[src/rtl/matrix_commutator_if.sv]
// Signal bundle between the SVM pattern/decoder stage (master) and the commutation engine (slave).
// sel is a level request per output slice: a one-hot slice that differs from the current input starts a
// sequence when the phase is idle (OFF/ON), ce=1 and fault=0; otherwise it is simply not taken yet.
interface matrix_commutator_if #(
   parameter int N_IN  = 3,
   parameter int N_OUT = 3
);
   logic                      ce;
   logic [N_OUT*N_IN-1:0]     sel;
   logic [N_OUT-1:0]          dir;
   logic                      fault_in;
   logic                      fault_clr;
   logic [N_OUT*2*N_IN-1:0]   gate;
   logic [N_OUT-1:0]          busy;
   logic                      fault;
   logic [N_OUT*3-1:0]        state_dbg;

   modport master (
      output ce, sel, dir, fault_in, fault_clr,
      input  gate, busy, fault, state_dbg
   );

   modport slave (
      input  ce, sel, dir, fault_in, fault_clr,
      output gate, busy, fault, state_dbg
   );
endinterface

[src/rtl/matrix_commutator.sv]
// Four-step current-direction commutation engine for an N_IN x N_OUT matrix converter,
// one independent FSM per output phase, programmable step dwell and a clearable fault latch.
module matrix_commutator #(
   parameter int N_IN        = 3,
   parameter int N_OUT       = 3,
   parameter int STEP_CYCLES = 200
) (
   input logic                clk,
   input logic                rst_n,
   matrix_commutator_if.slave bus
);
   localparam int CNT_W = $clog2(STEP_CYCLES + 1);
   localparam int GW    = 2 * N_IN;
   localparam logic [CNT_W-1:0] CNT_LAST = CNT_W'(STEP_CYCLES - 1);
   localparam logic [CNT_W-1:0] CNT_ONE  = CNT_W'(1);
   localparam logic [N_IN-1:0]  IN_ONE   = N_IN'(1);

   typedef enum logic [2:0] {
      ST_OFF = 3'd0,
      ST_ON  = 3'd1,
      ST_S1  = 3'd2,
      ST_S2  = 3'd3,
      ST_S3  = 3'd4,
      ST_S4  = 3'd5
   } state_e;

   state_e              state_q [N_OUT];
   state_e              state_d [N_OUT];
   logic [N_IN-1:0]     cur_q   [N_OUT];
   logic [N_IN-1:0]     cur_d   [N_OUT];
   logic [N_IN-1:0]     tgt_q   [N_OUT];
   logic [N_IN-1:0]     tgt_d   [N_OUT];
   logic [CNT_W-1:0]    cnt_q   [N_OUT];
   logic [CNT_W-1:0]    cnt_d   [N_OUT];
   logic [N_OUT-1:0]    d_q, d_d;
   logic [N_OUT*GW-1:0] gate_q, gate_d;
   logic [N_OUT-1:0]    busy_q, busy_d;
   logic                fault_q, fault_d;
   logic [N_IN-1:0]     sl;

   // Conducting switch of each selected input: forward for positive current, reverse otherwise.
   function automatic logic [GW-1:0] cd_gates(input logic [N_IN-1:0] x, input logic fwd);
      logic [GW-1:0] g;
      g = '0;
      for (int k = 0; k < N_IN; k++) begin
         g[2*k]   = x[k] & fwd;
         g[2*k+1] = x[k] & ~fwd;
      end
      return g;
   endfunction

   function automatic logic [GW-1:0] both_gates(input logic [N_IN-1:0] x);
      logic [GW-1:0] g;
      g = '0;
      for (int k = 0; k < N_IN; k++) begin
         g[2*k]   = x[k];
         g[2*k+1] = x[k];
      end
      return g;
   endfunction

   function automatic logic is_onehot(input logic [N_IN-1:0] x);
      return (x != '0) && ((x & (x - IN_ONE)) == '0);
   endfunction

   always_comb begin
      fault_d = fault_q;
      if (bus.fault_in)
         fault_d = 1'b1;
      else if (bus.fault_clr)
         fault_d = 1'b0;

      sl     = '0;
      d_d    = d_q;
      gate_d = '0;
      busy_d = '0;
      for (int p = 0; p < N_OUT; p++) begin
         sl         = bus.sel[p*N_IN +: N_IN];
         state_d[p] = state_q[p];
         cur_d[p]   = cur_q[p];
         tgt_d[p]   = tgt_q[p];
         cnt_d[p]   = cnt_q[p];

         // Fault release drops cur so the restart always takes the OFF->S4 path.
         if (bus.fault_in) begin
            state_d[p] = ST_OFF;
            cur_d[p]   = '0;
            cnt_d[p]   = '0;
         end else if (bus.ce) begin
            case (state_q[p])
               ST_OFF, ST_ON: begin
                  if (!fault_q && is_onehot(sl) && (sl != cur_q[p])) begin
                     tgt_d[p]   = sl;
                     d_d[p]     = bus.dir[p];
                     cnt_d[p]   = '0;
                     state_d[p] = (state_q[p] == ST_ON) ? ST_S1 : ST_S4;
                  end
               end
               default: begin
                  if (cnt_q[p] == CNT_LAST) begin
                     cnt_d[p] = '0;
                     case (state_q[p])
                        ST_S1:   state_d[p] = ST_S2;
                        ST_S2:   state_d[p] = ST_S3;
                        ST_S3:   state_d[p] = ST_S4;
                        default: begin
                           state_d[p] = ST_ON;
                           cur_d[p]   = tgt_q[p];
                        end
                     endcase
                  end else begin
                     cnt_d[p] = cnt_q[p] + CNT_ONE;
                  end
               end
            endcase
         end

         case (state_d[p])
            ST_ON:   gate_d[p*GW +: GW] = both_gates(cur_d[p]);
            ST_S1:   gate_d[p*GW +: GW] = cd_gates(cur_d[p], d_d[p]);
            ST_S2:   gate_d[p*GW +: GW] = cd_gates(cur_d[p], d_d[p]) | cd_gates(tgt_d[p], d_d[p]);
            ST_S3:   gate_d[p*GW +: GW] = cd_gates(tgt_d[p], d_d[p]);
            ST_S4:   gate_d[p*GW +: GW] = both_gates(tgt_d[p]);
            default: gate_d[p*GW +: GW] = '0;
         endcase
         busy_d[p] = (state_d[p] != ST_OFF) && (state_d[p] != ST_ON);
      end

      if (fault_d)
         gate_d = '0;
   end

   always_ff @(posedge clk or negedge rst_n) begin
      if (!rst_n) begin
         for (int p = 0; p < N_OUT; p++) begin
            state_q[p] <= ST_OFF;
            cur_q[p]   <= '0;
            tgt_q[p]   <= '0;
            cnt_q[p]   <= '0;
         end
         d_q     <= '0;
         gate_q  <= '0;
         busy_q  <= '0;
         fault_q <= 1'b0;
      end else begin
         for (int p = 0; p < N_OUT; p++) begin
            state_q[p] <= state_d[p];
            cur_q[p]   <= cur_d[p];
            tgt_q[p]   <= tgt_d[p];
            cnt_q[p]   <= cnt_d[p];
         end
         d_q     <= d_d;
         gate_q  <= gate_d;
         busy_q  <= busy_d;
         fault_q <= fault_d;
      end
   end

   for (genvar p = 0; p < N_OUT; p++) begin : g_dbg
      assign bus.state_dbg[p*3 +: 3] = state_q[p];
   end

   assign bus.gate  = gate_q;
   assign bus.busy  = busy_q;
   assign bus.fault = fault_q;
endmodule

[src/flat_wrapper.sv]
// flat-port wrapper written by rule: the top's interface ports become plain ports
module matrix_commutator_flat 
#(
   parameter int N_IN        = 3,
   parameter int N_OUT       = 3,
   parameter int STEP_CYCLES = 200
)
  (clk, rst_n, bus_ce, bus_sel, bus_dir, bus_fault_in, bus_fault_clr, bus_gate, bus_busy, bus_fault, bus_state_dbg);
  matrix_commutator_if #(.N_IN(N_IN), .N_OUT(N_OUT)) bus_i ();
  input logic clk;
  input logic rst_n;
  input wire logic [$bits(bus_i.ce)-1:0] bus_ce;
  input wire logic [$bits(bus_i.sel)-1:0] bus_sel;
  input wire logic [$bits(bus_i.dir)-1:0] bus_dir;
  input wire logic [$bits(bus_i.fault_in)-1:0] bus_fault_in;
  input wire logic [$bits(bus_i.fault_clr)-1:0] bus_fault_clr;
  output wire logic [$bits(bus_i.gate)-1:0] bus_gate;
  output wire logic [$bits(bus_i.busy)-1:0] bus_busy;
  output wire logic [$bits(bus_i.fault)-1:0] bus_fault;
  output wire logic [$bits(bus_i.state_dbg)-1:0] bus_state_dbg;
  assign bus_i.ce = bus_ce;
  assign bus_i.sel = bus_sel;
  assign bus_i.dir = bus_dir;
  assign bus_i.fault_in = bus_fault_in;
  assign bus_i.fault_clr = bus_fault_clr;
  assign bus_gate = bus_i.gate;
  assign bus_busy = bus_i.busy;
  assign bus_fault = bus_i.fault;
  assign bus_state_dbg = bus_i.state_dbg;
  matrix_commutator #(.N_IN(N_IN), .N_OUT(N_OUT), .STEP_CYCLES(STEP_CYCLES)) u_core (.clk(clk), .rst_n(rst_n), .bus(bus_i));
endmodule
[config.mk]
export PLATFORM = sky130hd
export DESIGN_NAME = matrix_commutator_flat
export DESIGN_NICKNAME = d
export VERILOG_FILES = /design/src/rtl/matrix_commutator_if.sv /design/src/rtl/matrix_commutator.sv /design/src/flat_wrapper.sv
export SDC_FILE = /design/constraint.sdc
export NUM_CORES = 1
export LEC_CHECK = 0
export CAP_MARGIN = 40
export CORE_UTILIZATION = 51
export CTS_CLUSTER_SIZE = 30
export DETAILED_ROUTE_END_ITERATION = 12
export PLACE_DENSITY = 0.73
export SLEW_MARGIN = 40
export SYNTH_ARGS = -nofsm -noshare
export SYNTH_HDL_FRONTEND = slang
export SYNTH_SLANG_ARGS = --single-unit
export TNS_END_PERCENT = 10
[constraint.sdc]
create_clock -name clk -period 7.6 [get_ports clk]
set_input_delay 0.76 -clock clk [delete_from_list [all_inputs] [get_ports clk]]
set_output_delay 0.76 -clock clk [all_outputs]
set_load 0.005 [all_outputs]
==> results of run 1 <==
-- cells in the mapped netlist (8+ instances only) --
library cell | n | area share (%)
dfrtp_1 | 76 | 42
nor2_1 | 40 | 3.3
o21ai_0 | 39 | 4.3
nand2_1 | 33 | 2.8
inv_1 | 27 | 2.3
a21oi_1 | 23 | 2.6
nand3_1 | 20 | 2.2
mux2i_1 | 18 | 4.0
and3_1 | 14 | 2.0
nor3_1 | 13 | 1.4
nor2b_1 | 12 | 1.7
o31ai_1 | 11 | 1.8
clkbuf_1 | 10 | 0.84
nand2b_1 | 9 | 1.3
a22o_1 | 8 | 1.6
-- power groups by stage --
stage	registers, mW	logic (mW)	clock network (mW)
2_1_floorplan	0.454	0.107	0
3_3_place_gp	0.461	0.157	0
3_5_place_dp	0.462	0.160	0
4_1_cts	0.455	0.161	0.341
5_1_grt	0.459	0.182	0.355
6_report	0.456	0.163	0.332
-- how the worst max path moves through the flow --
stage                           to  cells after the start
6_report        u_core.bus.gate[1]                      9
5_1_grt         u_core.bus.gate[1]                      9
4_1_cts         u_core.bus.gate[1]                      9
3_5_place_dp    u_core.bus.gate[1]                      9
3_3_place_gp    u_core.bus.gate[5]                      9
2_1_floorplan  u_core.bus.gate[13]                      8
-- routing by layer --
layer / vias up / part of all wire [%]
met5: - / 0
met4: 0 / 0.82
met3: 8 / 4.4
met2: 99 / 47
met1: 1903 / 48
li1: 1901 / -
-- final cells by class --
| class | count | share of cell area (%) |
|---|---|---|
| Tap cell | 105 | 2.51 |
| Inverter | 28 | 2.01 |
| Sequential cell | 76 | 36.3 |
| Clock inverter | 4 | 1.41 |
| Timing Repair Buffer | 48 | 9.15 |
| Clock buffer | 12 | 2.58 |
| Multi-Input combinational cell | 368 | 46.0 |
-- flip-flops by register name, summed over array words and instances, names as in the netlist --
register,cells
u_core.cnt_q,24
u_core.d_q,3
u_core.cur_q,9
u_core.bus.gate,18
u_core.bus.fault,1
u_core.bus.busy,3
u_core.bus.state_dbg,9
u_core.tgt_q,9
-- cells by family after synthesis --
| group | synth area share (%) |
|---|---|
| xor gates and xnor gates | 0.390 |
| DFF | 42.4 |
| muxes | 5.60 |
| adders and majority gates | 0.836 |
| buffers and inverters | 4.01 |
| and+or+nand+nor | 23.9 |
| AOI/OAI and AO/OA | 22.9 |
-- stage by stage --
stage,power [mW],cells,instance area [µm²],setup WS [ns]
2_1_floorplan,0.561,488,4490,4.67
5_1_grt,0.996,641,5240,3.16
3_3_place_gp,0.618,625,5020,3.37
6_report,0.950,641,5240,3.57
4_1_cts,0.957,641,5240,3.62
3_5_place_dp,0.622,625,5030,3.30
-- worst reg2reg max path: stages, from the launching register on --
cell	delay, ns
dfrtp_1	0.48
or3b_1	0.49
nor3_1	0.20
nand4_2	0.44
o22a_1	0.45
inv_1	0.30
nor3b_1	0.11
a211oi_2	0.36
a21boi_0	0.25
==> metrics.csv, run 1 <==
metric,value,unit
dieArea,9180,µm²
use_met2,39.5,%
fin_hold_ws,0.448,ns
slew_violations,0,
clock_skew,0.00979,ns
ys_async_sr_fraction,100,%
num_io_pins,48,
cts_sinks,76,
ant_nets,0,
ys_ff_latch,76,
synthesis.area,4490,µm²
endpoint_kind,register,
vias,3911,
p_int,682,µW
die_w,95.8,µm
overflow,0,
crit_path_max_incr_delay,0.92,ns
syn_area_per_cell,9.20,µm²
switching_power,268,µW
grt_pass1_vias,3749,
diodes,0,
crit_chain,"clkdlybuf4s50_1, or3b_1, nor3_1, nand4_2, o22a_1, inv_1, nor3b_1, a211oi_2, a21boi_0",
ys.flop_type,dfrtp_1,
cts_made_buffers,9,
globalplace.congestion,0.882,
seq_power_share,48.0,%
cp_num_buf_inv,2,
synthCells,488,
core-area,8380,µm²
power_frac_comb,17.1,%
irDropWorstVdd,123,µV
layout_commonest_cell,dfrtp_1,
post-route-util,62.5,%
rows,33,
yosysWarnings,0,
area_growth,16.7,%
cap_viol_max_count,0,
yosys.cell_types.count,70,
grt_max_degree,77,
synthesis.nets,508,
root_buffer,clkbuf_8,
worstRegToRegCells,8,
cp.required,7.85,ns
grt_pass1_wl,17.9,mm
fin_tns_setup,0,ns
slew_headroom,43.2,%
grt_use_met1,34.9,%
portBuffers,47,
cp.arrival,4.28,ns
path_class,in -> reg,
worst_path_max_delay_cell,clkdlybuf4s50_1,
clk_pin_slew,0.08,ns
met3_usage,3.95,%
tritoncts,done,
cts_setup_buffers,0,
drive_gt1_share,7.84,%
p_leak,2.24,nW
tightest_slew,0.846,ns
cpLargestDelayFamily,simple AND/OR/NAND/NOR gates,
power.density,181,nW/µm²
ys_seq_area_share,42.4,%
drt-initial-drc-count,274,
outcome,"complete, no violations",
grt.busiest_layer,met2,
final_cell_mix,"dfrtp_1, clkdlybuf4s50_1, nor2_1",
finalHoldViolCount,0,
max_clock_freq,0.248,GHz
nFillCells,701,
period_minus_slack,4.03,ns
worst_r2r_endpoint,u_core.bus.gate[1],
drc,0,
die_y,95.8,µm
via_per_inst,6.10,
seq_area,1900,µm²
hp-class,in -> async,
worstPathMaxFanout,22,
synth_edf_count,0,
r2r_slack,4.45,ns
switching_share,28.2,%
clk_path_buf_depth,2,
initial_utilization,53.6,%
dp.final_hpwl,7.26,mm
clk_latency,0.33,ns
drtPass1Iterations,4,
antenna_found_initial,0,
rsz0062_at_grt,no,
multiInputGateArea,2410,µm²
wire_per_inst,16.4,µm
min_period_over_period,53.0,%
cts_hold_buf,0,
cp-startpoint,bus_ce,
cts_max_level,3,
clockPowerShare,34.9,%
startpoint_type,input pin,
crit-reg2reg-launch,u_core.bus.fault,
wirelength,10.5,mm
nets,551,
grt_usage,24.9,%
setup_viol,0,
cts_resized,0,
No activity file was read; power rests on OpenSTA's default activity.
==> run 2: changes to the inputs <==
PLACE_DENSITY = 0.76   (was 0.73)
clock period = 3.35 ns   (was 7.6 ns; I/O delays follow)
==> run 2 against run 1 <==
  * The flow now finishes with violations (hold timing)
  * Final cell count increased by 1.7%
  * Clock power rose by 130%
  * Setup slack worse by 3.2 ns
  * Clock skew rose by 0.0051 ns
  * Sequential share of layout area shrank 0.59 points
  * Register-to-register slack got worse by 4.1 ns
  * Cell area rose by 1.6%
  * Sequential power up 130%
  * Count of clock-buffer cells in the layout is 2 lower
  * Global-route usage grew 0.83 points
  * Utilization increased by 1.0 points
  * Die area is the same
==> metrics.csv, run 2 (synthesis gave the netlist of run 1 again) <==
metric,value,unit,change
cts_resized,0,,unchanged
cp-startpoint,u_core.cnt_q[8],,
placed_area,5110,µm²,+1.6%
rows,33,,unchanged
total_power,2.20,mW,+130%
largest_register_ffs,24,,unchanged
outcome,"finished, violations left",,
finalHoldViolCount,10,,+10
fin_hold_ws,-0.00803,ns,-0.456 ns
worst_path_max_delay_cell,a221o_1,,
max_clock_freq,0.336,GHz,
cts_sinks,76,,unchanged
min_period_over_period,88.8,%,
worst_r2r_endpoint,u_core.bus.gate[9],,
area_growth,18.6,%,
globalplace.congestion,0.967,,+9.6%
clock_skew,0.0149,ns,+0.00512 ns
r2r_slack,0.38,ns,-4.07 ns
path_class,reg -> reg,,
vias,4028,,+3.0%
setup_viol,0,,unchanged
cts_max_level,3,,unchanged
drtPass1Iterations,4,,unchanged
grt_pass1_wl,18.1,mm,+1.2%
clk_path_buf_depth,2,,unchanged
drive_gt1_share,9.87,%,+2.0 points
worstRegToRegCells,9,,+1
crit-reg2reg-launch,u_core.cnt_q[8],,
initial_utilization,53.6,%,unchanged
dieArea,9180,µm²,unchanged
num_io_pins,48,,unchanged
tightest_slew,0.683,ns,-0.163 ns
cap_viol_max_count,0,,unchanged
diodes,0,,unchanged
fin_area,5330,µm²,+1.6%
post-route-util,63.5,%,+1.0 points
nets,562,,+2.0%
crit_end,u_core.bus.gate[9],,
grt_pass1_vias,3875,,+3.4%
violations,hold timing,,
rsz0062_at_grt,no,,
crit_chain,"ha_1, nand4b_1, or2_2, o211a_1, a21oi_2, nor2_1, a221o_1, or3_1, o31ai_1",,
startpoint_type,register,,
via_per_inst,6.18,,+1.3%
clk_pin_slew,0.08,ns,about the same
period_minus_slack,2.97,ns,
endpoint_kind,register,,
final_cell_mix,"dfrtp_1, clkdlybuf4s50_1, nor2_1",,
largest_register,u_core.cnt_q,,
power.density,413,nW/µm²,+130%
root_buffer,clkbuf_8,,
clk_latency,0.36,ns,+0.03 ns
hp-class,in -> async,,
irDropWorstVdd,230,µV,+86%
cts_hold_buf,0,,unchanged
portBuffers,47,,unchanged
overflow,0,,unchanged
drt-initial-drc-count,295,,+7.7%
worstPathMaxFanout,8,,-64%
grt_usage,25.7,%,+0.83 points
p_leak,2.29,nW,+2.3%
die_y,95.8,µm,unchanged
cts_made_buffers,9,,unchanged
wirelength,10.7,mm,+1.9%
die_w,95.8,µm,unchanged
drc,0,,unchanged
antenna_found_initial,0,,unchanged
dp.final_hpwl,7.50,mm,+3.3%
ant_nets,0,,unchanged
cp.arrival,3.24,ns,-1.04 ns
slew_violations,0,,unchanged
core-area,8380,µm²,unchanged
cp.required,3.62,ns,-4.23 ns
wire_per_inst,16.4,µm,+0.19%
layout_commonest_cell,dfrtp_1,,
fin_tns_setup,0,ns,unchanged
slew_headroom,54.5,%,+11 points
cts_setup_buffers,0,,unchanged
crit_path_max_incr_delay,0.42,ns,-0.50 ns
grt_max_degree,77,,unchanged
tritoncts,done,,
nFillCells,702,,+0.14%
==> run 2: cell types whose count changed in the layout (fill, tap and decap cells not counted) <==
cell,previous run,this run
clkinvlp_4,0,2
a21oi_2,2,1
clkbuf_1,3,1
buf_4,1,12
a21oi_1,22,23
==> run 2: critical path, delay by kind of cell (launching register included) <==
kind / cells / cell delay [ns]
simple gates: 4 / 1.20
compound gates: 4 / 1.05
flops: 1 / 0.39
fa+ha+maj: 1 / 0.25
==> run 2: power breakdown <==
part	switching (mW)	total (mW)	internal, mW
Combinational	0.224	0.389	0.165
Clock	0.358	0.777	0.420
Sequential	0.0586	1.03	0.975
==> run 2: how the worst min path moves through the flow <==
stage               slack (ns)                  to              from  depth (start not counted)
CTS                       0.03    u_core.cnt_q[11]             rst_n                          1
global placement          0.46    u_core.cnt_q[23]  u_core.cnt_q[23]                          1
detailed placement        0.42    u_core.cnt_q[11]             rst_n                          1
finish                  -0.008    u_core.cnt_q[14]             rst_n                          1
floorplan                 0.04  u_core.bus.busy[0]             rst_n                          0
global route              0.05    u_core.cnt_q[14]             rst_n                          1
==> run 2: area by class of cell <==
class	count	area (µm²)	area share, %
multi-input combinational	368	2410	45.2
sequential	76	1900	35.7
timing repair buffer	59	562	10.5
tap	105	131	2.47
clock buffer	10	128	2.40
inverter	28	105	1.97
clock inverter	6	88.8	1.67
==> run 2: layer usage <==
metal	routed length [µm]	track usage [%]	up-vias
li1	-	-	1924
met1	4830	33.6	1956
met2	5090	41.7	134
met3	593	4.98	14
met4	178	11.2	0
met5	0	0	-
==> run 2: stage by stage <==
step | cells | setup slack (ns)
detailed placement | 636 | 0.118
global placement | 636 | 0.223
finish | 652 | 0.377
global route | 652 | 0.186
CTS | 652 | 0.399
floorplan | 488 | 0.762
==> run 3: changes to the inputs <==
DONT_BUFFER_PORTS = 1   (was not set)
PLACE_DENSITY = 0.69   (was 0.76)
==> run 3 against run 2 <==
  * The flow now finishes without violations
  * Via count fell by 6.4%
  * Hold slack better by 0.057 ns
  * Critical path depth did not move
==> metrics.csv, run 3 (synthesis gave the netlist of run 1 again) <==
metric,value,unit,change
outcome,"complete, no violations",,
root_buffer,clkbuf_8,,
drive_gt1_share,9.31,%,-0.56 points
wire_per_inst,17.0,µm,+3.7%
cts_sinks,76,,unchanged
num_io_pins,48,,unchanged
path_class,reg -> reg,,
cp-startpoint,u_core.cnt_q[0],,
overflow,0,,unchanged
tritoncts,done,,
clk_latency,0.36,ns,about the same
drc,0,,unchanged
total_power,2.05,mW,-6.9%
cap_viol_max_count,0,,unchanged
holdPathStages,1,,
ant_nets,0,,unchanged
crit-reg2reg-launch,u_core.cnt_q[0],,
die_y,95.8,µm,unchanged
area_growth,7.05,%,
antenna_found_initial,0,,unchanged
layout_commonest_cell,dfrtp_1,,
die_w,95.8,µm,unchanged
globalplace.congestion,0.876,,-9.4%
clk_path_buf_depth,2,,unchanged
grt_pass1_wl,17.0,mm,-6.0%
slew_violations,0,,unchanged
portBuffers,0,,-100%
vias,3771,,-6.4%
slew_headroom,46.6,%,-7.9 points
largest_register_ffs,24,,unchanged
grt.busiest_layer,met2,,
max_clock_freq,0.350,GHz,+3.9%
hp-class,in -> reg,,
worstRegToRegCells,9,,unchanged
cp.required,3.60,ns,-0.02 ns
grt_use_met1,31.4,%,-2.1 points
finalHoldViolCount,0,,-10
grt_max_degree,77,,unchanged
wirelength,10.2,mm,-4.7%
period_minus_slack,2.86,ns,-0.112 ns
via_per_inst,6.30,,+1.9%
p_leak,2.08,nW,-9.3%
rows,33,,unchanged
fin_tns_setup,0,ns,unchanged
irDropWorstVdd,240,µV,+4.4%
cts_made_buffers,9,,unchanged
min_period_over_period,85.4,%,-3.4 points
nets,509,,-9.4%
met3_usage,5.85,%,+0.87 points
clock_skew,0.0141,ns,-0.000811 ns
grt_usage,24.1,%,-1.6 points
use_met2,38.8,%,-2.9 points
cts_max_level,3,,unchanged
hold_start,bus_fault_in,,
diodes,0,,unchanged
dp.final_hpwl,7.19,mm,-4.1%
tightest_slew,0.801,ns,+0.119 ns
startpoint_type,register,,
clk_pin_slew,0.08,ns,about the same
endpoint_kind,register,,
largest_register,u_core.cnt_q,,
final_cell_mix,"dfrtp_1, nor2_1, o21ai_0",,
drt-initial-drc-count,255,,-14%
grt_pass1_vias,3514,,-9.3%
core-area,8380,µm²,unchanged
worstPathMaxFanout,8,,unchanged
setup_viol,0,,unchanged
rsz0062_at_grt,no,,
power.density,426,nW/µm²,+3.1%
dieArea,9180,µm²,unchanged
cp.arrival,3.11,ns,-0.13 ns
initial_utilization,53.6,%,unchanged
drtPass1Iterations,5,,+1
## run 3: cell types whose count changed in the layout (fill, tap and decap cells not counted)
cell	delta
buf_16	+1
buf_4	-8
buf_6	-1
bufinv_16	-1
clkdlybuf4s50_1	-46
clkinv_4	-1
clkinvlp_4	+2
dlygate4sd3_1	+1
## run 3: through the flow
step / std cells / worst slack [ns] / cell area, µm² / hold WS (ns) / util (%)
after global routing: 599 / 0.175 / 4810 / 0.0374 / 57.4
after detailed placement: 581 / 0.496 / 4580 / 0.0422 / 54.6
final: 599 / 0.489 / 4810 / 0.0493 / 57.4
after CTS: 599 / 0.481 / 4810 / 0.0342 / 57.4
after floorplan: 488 / 0.762 / 4490 / 0.0394 / -
after global placement: 581 / 0.515 / 4580 / 0.0425 / 54.6
## run 3: timing repair
action | CTS | global route
hold endpoints to repair | 76 | 0
resized for setup | 0 | 0
hold buffers | 2 | 0
setup buffers | 0 | 0
setup endpoints to repair | 0 | 0
## run 3: layout make-up
type | instances | area [µm²]
fill | 753 | 3570
tap | 105 | 131
clock buffer | 10 | 128
timing repair buffer | 6 | 67.6
clock inverter | 6 | 65.1
inverter | 28 | 105
sequential | 76 | 1900
multi-input combinational | 368 | 2410
## run 3: final timing paths
kind,to,slack (ns)
worst max-delay path,u_core.bus.gate[13],0.49
worst min-delay path,u_core.cnt_q[10],0.05
worst max register to register,u_core.bus.gate[13],0.49
worst min register to register,u_core.cnt_q[23],0.47
max in group asynchronous,u_core.cnt_q[8],2.46
min in group asynchronous,u_core.bus.state_dbg[5],0.55
## run 3: routing by layer
| metal | vias up | routed length [µm] |
|---|---|---|
| li1 | 1808 | - |
| met1 | 1837 | 4620 |
| met2 | 113 | 4860 |
| met3 | 13 | 551 |
| met4 | 0 | 157 |
| met5 | - | 0 |
## run 3: report_power, final
group | switching (mW) | internal [mW]
Sequential | 0.0588 | 0.975
Clock | 0.360 | 0.343
Combinational | 0.192 | 0.120
## run 3: critical path: stages, from the launching register on
cell,delay [ns]
dfrtp_1,0.42
ha_1,0.28
and4b_1,0.22
and3_1,0.27
a32o_1,0.30
a31oi_1,0.48
nor2_1,0.12
o21ai_0,0.35
a21oi_1,0.13
o21a_1,0.19
